**src/rtl/data_request.sv**
```systemverilog
// GMII transmit reconciliation: preamble/SFD, payload with tx_er, optional carrier extension (CARRIER_EXT_EN), IPG.
// Latency: a byte accepted on an edge is on txd after that same edge; txd/tx_en/tx_er are registered.
// Backpressure: data_ready only in SFD/DATA; a missing byte there aborts the frame with an error symbol.
module data_request #(
  parameter int unsigned PREAMBLE_LEN = 7,
  parameter int unsigned IPG_LEN      = 12
) (
  input  logic       tx_clk,
  input  logic       tx_rst_n,
  input  logic [7:0] data_in,
  input  logic       data_valid,
  input  logic       data_last,
  input  logic       data_error,
  input  logic [7:0] ext_len,
  input  logic       ext_err,
  output logic       data_ready,
  output logic       busy,
  output logic [7:0] txd,
  output logic       tx_en,
  output logic       tx_er
);

  typedef enum logic [2:0] {
    S_IDLE,
    S_PREAMBLE,
    S_SFD,
    S_DATA,
    S_IPG
`ifdef CARRIER_EXT_EN
    , S_EXTEND
`endif
  } state_t;

  localparam logic [3:0] PRE_LAST = 4'(PREAMBLE_LEN);
  localparam logic [7:0] IPG_LAST = 8'(IPG_LEN - 1);

  state_t     state_q, state_d;
  logic [3:0] pre_cnt_q, pre_cnt_d;
  logic [7:0] cnt_q, cnt_d;
  logic [7:0] txd_q, txd_d;
  logic       tx_en_q, tx_en_d;
  logic       tx_er_q, tx_er_d;

`ifndef CARRIER_EXT_EN
  logic unused_ext;
  assign unused_ext = ^{ext_len, ext_err};
`endif

  assign data_ready = (state_q == S_SFD) || (state_q == S_DATA);
  assign busy       = (state_q != S_IDLE);
  assign txd        = txd_q;
  assign tx_en      = tx_en_q;
  assign tx_er      = tx_er_q;

  always_comb begin
    state_d   = state_q;
    pre_cnt_d = pre_cnt_q;
    cnt_d     = cnt_q;
    txd_d     = 8'h00;
    tx_en_d   = 1'b0;
    tx_er_d   = 1'b0;
    case (state_q)
      S_IDLE: begin
        if (data_valid) begin
          state_d   = S_PREAMBLE;
          pre_cnt_d = 4'd0;
        end
      end
      // The outputs trail the state by one edge, so the SFD byte is
      // launched on the edge that leaves PREAMBLE.
      S_PREAMBLE: begin
        tx_en_d = 1'b1;
        if (pre_cnt_q == PRE_LAST) begin
          txd_d   = 8'hD5;
          state_d = S_SFD;
        end else begin
          txd_d     = 8'h55;
          pre_cnt_d = pre_cnt_q + 4'd1;
        end
      end
      S_SFD, S_DATA: begin
        tx_en_d = 1'b1;
        if (data_valid) begin
          txd_d   = data_in;
          tx_er_d = data_error;
          state_d = S_DATA;
          if (data_last) begin
            cnt_d   = 8'd0;
            state_d = S_IPG;
`ifdef CARRIER_EXT_EN
            if (ext_len != 8'd0) begin
              cnt_d   = ext_len;
              state_d = S_EXTEND;
            end
`endif
          end
        end else begin
          // Underrun: the peer sees a reception error and the frame ends here.
          tx_er_d = 1'b1;
          cnt_d   = 8'd0;
          state_d = S_IPG;
        end
      end
`ifdef CARRIER_EXT_EN
      S_EXTEND: begin
        tx_er_d = 1'b1;
        txd_d   = ext_err ? 8'h1F : 8'h0F;
        if (cnt_q == 8'd1) begin
          cnt_d   = 8'd0;
          state_d = S_IPG;
        end else begin
          cnt_d = cnt_q - 8'd1;
        end
      end
`endif
      S_IPG: begin
        if (cnt_q == IPG_LAST) begin
          cnt_d   = 8'd0;
          state_d = S_IDLE;
        end else begin
          cnt_d = cnt_q + 8'd1;
        end
      end
      default: begin
        state_d = S_IDLE;
      end
    endcase
  end

  always_ff @(posedge tx_clk or negedge tx_rst_n) begin
    if (!tx_rst_n) begin
      state_q   <= S_IDLE;
      pre_cnt_q <= 4'd0;
      cnt_q     <= 8'd0;
      txd_q     <= 8'h00;
      tx_en_q   <= 1'b0;
      tx_er_q   <= 1'b0;
    end else begin
      state_q   <= state_d;
      pre_cnt_q <= pre_cnt_d;
      cnt_q     <= cnt_d;
      txd_q     <= txd_d;
      tx_en_q   <= tx_en_d;
      tx_er_q   <= tx_er_d;
    end
  end

endmodule

```
**config.mk**
```make
export PLATFORM = sky130hd
export DESIGN_NAME = data_request
export DESIGN_NICKNAME = d
export VERILOG_FILES = /design/src/rtl/data_request.sv
export SDC_FILE = /design/constraint.sdc
export NUM_CORES = 1
export LEC_CHECK = 0
export ABC_AREA = 1
export ABC_CLOCK_PERIOD_IN_PS = 1200
export CAP_MARGIN = 20
export CORE_ASPECT_RATIO = 0.7
export CORE_MARGIN = 4
export CORE_UTILIZATION = 25
export CTS_CLUSTER_DIAMETER = 200
export DETAILED_ROUTE_END_ITERATION = 10
export SYNTH_ARGS = -nofsm -noshare
export SYNTH_HDL_FRONTEND = slang
export SYNTH_SLANG_ARGS = --single-unit
```
**constraint.sdc**
```tcl
create_clock -name tx_clk -period 1.2 [get_ports tx_clk]
set_input_delay 0.24 -clock tx_clk [delete_from_list [all_inputs] [get_ports tx_clk]]
set_output_delay 0.24 -clock tx_clk [all_outputs]
set_load 0.03 [all_outputs]
```
==> results.ini, run 1 <==
[placement]
gp_congestion = 0.758
place_hpwl_um = 2240
port_buffers = 24
placed_cells_incl_taps = 270
place_ws_ns = -0.289

[critical_path]
critical_path_class = reg -> out
reg2reg_setup_slack_ns = -0.08
worstSetupStartpointType = register
cp_max_fo = 2
ff2ff_path_depth = 5
endpoint_kind = output port
r2r_end = cnt_q[2]
worstPathRequired_ns = 0.96
r2r_start = cnt_q[0]
worstPathArrival_ns = 1.07

[min_path]
hp-class = in -> async

[grt]
grt_pass1_vias = 1104
overflow = 0
antenna_found_initial = 0
grt_max_degree = 26
grt_pass1_wl_um = 5150
grt_use_total = 0.0966

[layout]
fin_nets = 237
regArea_um2 = 627
fillers = 543
multi_input_area_um2 = 688
diodes = 0
drive_above_1_share = 0.450
layout.cells.non_filler = 283
area_growth_pct = 50.5
mostFrequentLayoutCells = 36 x buf_4, 33 x nand2_1, 24 x dfrtp_1, 13 x nand3_1
layout_commonest_cell = buf_4

[timing]
period_needed_ns = 1.31
holdWs_ns = 0.309
rsz0062_at_grt = true
worst_pin_slew_ns = 0.309
maxSlewViolCount = 0
final.period_utilization = 1.09
fin_skew_ns = 0.00711
max_freq_mhz = 763
setup_slack_ns = -0.110
finalSetupViolCount = 12
hold_violations = 0
relSlewSlack = 0.793
finalSetupTns_ns = -0.628

[routing]
dr_total_vias = 1153
postRouteWirelength_um = 3010
via_per_inst = 4.07
drc = 0
drtPass1Iterations = 4
routedWlPerCell_um = 10.6
drt-initial-drc-count = 31
ant_nets = 0

[floorplan]
die_y_um = 69.4
coreArea_mm2 = 0.00523
die_w_um = 95.7
start_util = 0.257
die_area_mm2 = 0.00664
ios = 34
std_cell_rows = 22

[status]
status = complete, but fails checks
violations = negative setup slack

[logic_synthesis]
ys_types = 29
synth_seq_cells = 25
syn-instance-count = 153
ys_seq_area_frac = 0.465
syn-num-nets = 178
yosys_warnings = 0
syn-cell-area_mm2 = 0.00135
avgSynthCellArea_um2 = 8.80

[clock_network]
holdBufCountCts = 0
cts_sinks = 25
cts_tree = done
insertion_delay_ns = 0.27
clk_root_buffer_cell = clkbuf_8
clk_pin_slew_ns = 0.09
htreeDepth = 1
clk_path_buf_depth = 2
cts_buffers = 3

[power]
worst_ir_drop_vdd_uv = 911
p_leak_nw = 0.982
power_density_mw_per_mm2 = 2090

[flow_run]
cap_violations = 0

worst max-delay path, cell delays in order (launching register included):
cell,delay [ns]
dfrtp_1,0.41
inv_2,0.08
nand2_4,0.06
nor2_4,0.09
inv_2,0.04
buf_6,0.13
cells in the mapped netlist:
| library cell | number | area share |
|---|---|---|
| xor2_1 | 1 | 0.0065 |
| buf_6 | 2 | 0.017 |
| nand3_1 | 18 | 0.067 |
| nor2_1 | 14 | 0.039 |
| o21ai_2 | 3 | 0.020 |
| nor2_4 | 3 | 0.025 |
| dfrtp_1 | 25 | 0.46 |
| buf_4 | 1 | 0.0056 |
| nor2_8 | 1 | 0.015 |
| mux2i_1 | 1 | 0.0074 |
| nand2_4 | 4 | 0.033 |
| a21oi_2 | 1 | 0.0065 |
| nor2_2 | 2 | 0.0093 |
| o21ai_1 | 3 | 0.011 |
| o21bai_1 | 1 | 0.0056 |
| or2_2 | 1 | 0.0046 |
| xnor2_1 | 1 | 0.0065 |
| nand4_1 | 3 | 0.014 |
| nand3_2 | 1 | 0.0074 |
| o21ai_0 | 2 | 0.0074 |
| a21oi_1 | 2 | 0.0074 |
| o21ai_4 | 1 | 0.012 |
| nand2_2 | 7 | 0.033 |
| nand2_1 | 34 | 0.095 |
| inv_4 | 1 | 0.0046 |
| ha_1 | 3 | 0.028 |
| inv_1 | 9 | 0.025 |
| nor3_1 | 1 | 0.0037 |
| inv_2 | 7 | 0.020 |
repair_timing:
item,4_1_cts,5_1_grt
pin swaps,7,6
buffers inserted,4,5
setup endpoints to repair,9,18
resized for setup,16,19
logic make-up (layout without fill, tap and decap cells):
family          Yosys count  after routing  share of synthesized area
simple gates             89             89                      0.346
flops                    25             25                      0.465
buf+inv                  20             78                     0.0716
compound gates           13             13                     0.0697
fa+ha+maj                 3              3                     0.0279
xor+xnor                  2              2                     0.0130
mux                       1              1                    0.00744
power by group:
part           total, W  leakage, nW  switching [W]  internal [W]
Clock          0.000511       0.0217       0.000276      0.000235
Sequential      0.00123        0.329       0.000154       0.00108
Combinational   0.00249        0.631        0.00136       0.00113
worst max-delay path by stage:
stage | start | endpoint | slack [ns] | cells after the start
5_1_grt | state_q[2] | busy | -0.18 | 5
4_1_cts | state_q[1] | busy | -0.12 | 5
2_1_floorplan | state_q[2] | cnt_q[1] | 0.02 | 6
6_report | state_q[2] | busy | -0.11 | 5
3_5_place_dp | state_q[1] | busy | -0.29 | 5
3_3_place_gp | state_q[1] | busy | -0.28 | 5
area by class of cell:
| type | count | share of cell area |
|---|---|---|
| clock buffer | 3 | 0.0204 |
| clock inverter | 1 | 0.00371 |
| inverter | 17 | 0.0352 |
| multi-input combinational | 108 | 0.340 |
| sequential | 25 | 0.309 |
| tap | 72 | 0.0445 |
| timing repair buffer | 57 | 0.247 |
state kept, by name, summed over array words and instances, names as in the netlist:
| name | count |
|---|---|
| tx_en | 1 |
| pre_cnt_q | 4 |
| cnt_q | 8 |
| state_q | 3 |
| txd | 8 |
| tx_er | 1 |
per-stage QoR:
stage	utilization	total power [W]	cell area (µm²)
2_1_floorplan	-	0.00255	1350
3_3_place_gp	0.346	0.00338	1810
3_5_place_dp	0.346	0.00340	1810
4_1_cts	0.368	0.00407	1920
5_1_grt	0.387	0.00457	2030
6_report	0.387	0.00424	2030
per-layer routing:
layer	share of wire	global-route usage	wire, µm	up-vias
li1	-	-	-	601
met4	0.0063	0.0174	19	0
met2	0.42	0.135	1280	18
met3	0.050	0.0315	149	2
met5	0	0	0	-
met1	0.52	0.145	1560	532
No activity file was read; power rests on OpenSTA's default activity.
==> run 2: changes to the inputs <==
--- a/config.mk
+++ b/config.mk
@@ -15,2 +15,3 @@
 export DETAILED_ROUTE_END_ITERATION = 10
+export PLACE_DENSITY = 0.51
 export SYNTH_ARGS = -nofsm -noshare
--- a/constraint.sdc
+++ b/constraint.sdc
@@ -3,2 +3,2 @@
 set_output_delay 0.24 -clock tx_clk [all_outputs]
-set_load 0.03 [all_outputs]
+set_load 0.005 [all_outputs]
==> run 2 against run 1 <==
  * The flow still finishes with violations (negative setup slack)
  * Total power barely moved
  * Sequential cell count did not move
  * Non-clock buffer count rose by 5
  * Combinational power fell by 2%
  * Via count rose by 0.69%
  * Largest power group unchanged
==> results.ini, run 2 (same netlist as run 1, synthesis figures left out) <==
[status]
status = complete, but fails checks
violations = negative setup slack

[timing]
rsz0062_at_grt = true
final.period_utilization = 1.14  ; +0.0517
worst_pin_slew_ns = 0.249  ; -0.0600 ns
fin_skew_ns = 0.00673  ; -0.000386 ns
setup_slack_ns = -0.172  ; -0.0620 ns
maxSlewViolCount = 0  ; unchanged
finalSetupViolCount = 16  ; +4
relSlewSlack = 0.834  ; +0.0410
period_needed_ns = 1.37  ; +0.0620 ns
holdWs_ns = 0.303  ; -0.00602 ns
max_freq_mhz = 729  ; -4.5%
hold_violations = 0  ; unchanged

[critical_path]
endpoint_kind = output port
cp_top_family = flip-flops
slowest_delay_ns = 0.41  ; about the same
path_cells = buf_6, buf_6, nor2_4, buf_2
worstSetupStartpointType = register
cp_common_cell = buf_6
slowest_stage = dfrtp_1
critical_path_buf_inv_count = 3  ; unchanged
worstPathArrival_ns = 1.13  ; +0.06 ns
worstPathRequired_ns = 0.96  ; about the same
cp_max_fo = 2  ; unchanged
critical_path_class = reg -> out

[grt]
overflow = 0  ; unchanged
grt_pass1_wl_um = 5160  ; +0.14%
grt_max_degree = 26  ; unchanged
grt_pass1_vias = 1125  ; +1.9%
grt_use_total = 0.0983  ; +0.00172
antenna_found_initial = 0  ; unchanged

[clock_network]
cts_buffers = 3  ; unchanged
insertion_delay_ns = 0.28  ; about the same
clk_pin_slew_ns = 0.10  ; about the same
clk_root_buffer_cell = clkbuf_8
cts_tree = done
htreeDepth = 1  ; unchanged
holdBufCountCts = 0  ; unchanged
clk_path_buf_depth = 2  ; unchanged
cts_sinks = 25  ; unchanged

[routing]
drc = 0  ; unchanged
drtPass1Iterations = 2  ; -2
drt-initial-drc-count = 30  ; -3.2%
ant_nets = 0  ; unchanged
dr_total_vias = 1161  ; +0.69%
via_per_inst = 4.03  ; -1.1%
postRouteWirelength_um = 3130  ; +4.0%
routedWlPerCell_um = 10.9  ; +2.2%

[layout]
layout_commonest_cell = buf_4
fin_util = 0.413  ; +0.0258
mostFrequentLayoutCells = 26 x buf_4, 25 x nand2_1, 21 x dfrtp_1, 14 x nand2_2, 13 x nor2_1
fillers = 543  ; unchanged
postLayoutCellArea_mm2 = 0.00216  ; +6.7%
layout.cells.non_filler = 288  ; +1.8%
multi_input_area_um2 = 758  ; +10%
fin_nets = 242  ; +2.1%
drive_above_1_share = 0.477  ; +0.0266
diodes = 0  ; unchanged
regArea_um2 = 631  ; +0.60%
area_growth_pct = 60.5

[power]
worst_ir_drop_vdd_uv = 890  ; -2.3%
p_leak_nw = 1.04  ; +5.6%
power_density_mw_per_mm2 = 1960  ; -6.2%

[placement]
placed_cells_incl_taps = 270  ; unchanged
place_ws_ns = -0.223  ; +0.0665 ns
place_hpwl_um = 2280  ; +1.7%
gp_congestion = 0.815  ; +7.6%
port_buffers = 24  ; unchanged
post_dp_cell_area_mm2 = 0.00184  ; +1.5%

[floorplan]
ios = 34  ; unchanged
std_cell_rows = 22  ; unchanged
die_w_um = 95.7  ; unchanged
start_util = 0.257  ; unchanged
die_area_mm2 = 0.00664  ; unchanged
die_y_um = 69.4  ; unchanged
coreArea_mm2 = 0.00523  ; unchanged

[min_path]
hp-class = in -> async

[flow_run]
cap_violations = 0  ; unchanged

==> run 2: final timing paths <==
path                                 start    endpoint  slack (ns)  cells after the start
min in group tx_clk             data_in[3]      txd[3]        0.48                      3
worst max-delay path            state_q[2]  data_ready       -0.17                      4
max in group asynchronous         tx_rst_n    cnt_q[0]        0.72                      2
worst min register to register    cnt_q[7]    cnt_q[7]        0.55                      2
worst min-delay path              tx_rst_n       tx_er        0.30                      2
worst max register to register  state_q[2]    cnt_q[1]       -0.10                      9
==> run 2: repair_timing <==
item                       in CTS  in global routing
setup endpoints to repair      23                 21
buffers inserted                7                  8
pin swaps                      11                 17
gates resized for setup        26                 43
==> run 2: per-stage QoR <==
| step | TNS (ns) | total power, W |
|---|---|---|
| 2_1_floorplan | 0 | 0.00230 |
| 3_3_place_gp | -2.45 | 0.00317 |
| 3_5_place_dp | -2.85 | 0.00319 |
| 4_1_cts | -1.11 | 0.00385 |
| 5_1_grt | -2.20 | 0.00458 |
| 6_report | -0.873 | 0.00424 |
==> run 2: layer usage <==
layer  wire (µm)  vias to the layer above  track usage
met5           0                        -            0
met4          35                        0       0.0237
met3         129                        5       0.0239
met2        1340                       16        0.142
met1        1630                      527        0.146
li1            -                      613            -
==> run 2: final cells by class <==
class,instances,area share
inverter,17,0.0353
sequential,25,0.292
clock buffer,3,0.0191
timing repair buffer,62,0.258
multi-input combinational,108,0.351
tap,72,0.0417
clock inverter,1,0.00347
==> run 2: worst reg2reg max path: cells and delay by family, from the launching register on <==
family                 cells  cell delay (ns)
flip-flops                 1             0.41
buffers and inverters      4             0.41
AO/OA/AOI/OAI              2             0.12
AND/OR/NAND/NOR            3             0.25
==> run 2: power breakdown <==
part / internal, W / switching, W
Combinational: 0.00125 / 0.00120
Clock: 0.000236 / 0.000292
Sequential: 0.00109 / 0.000182
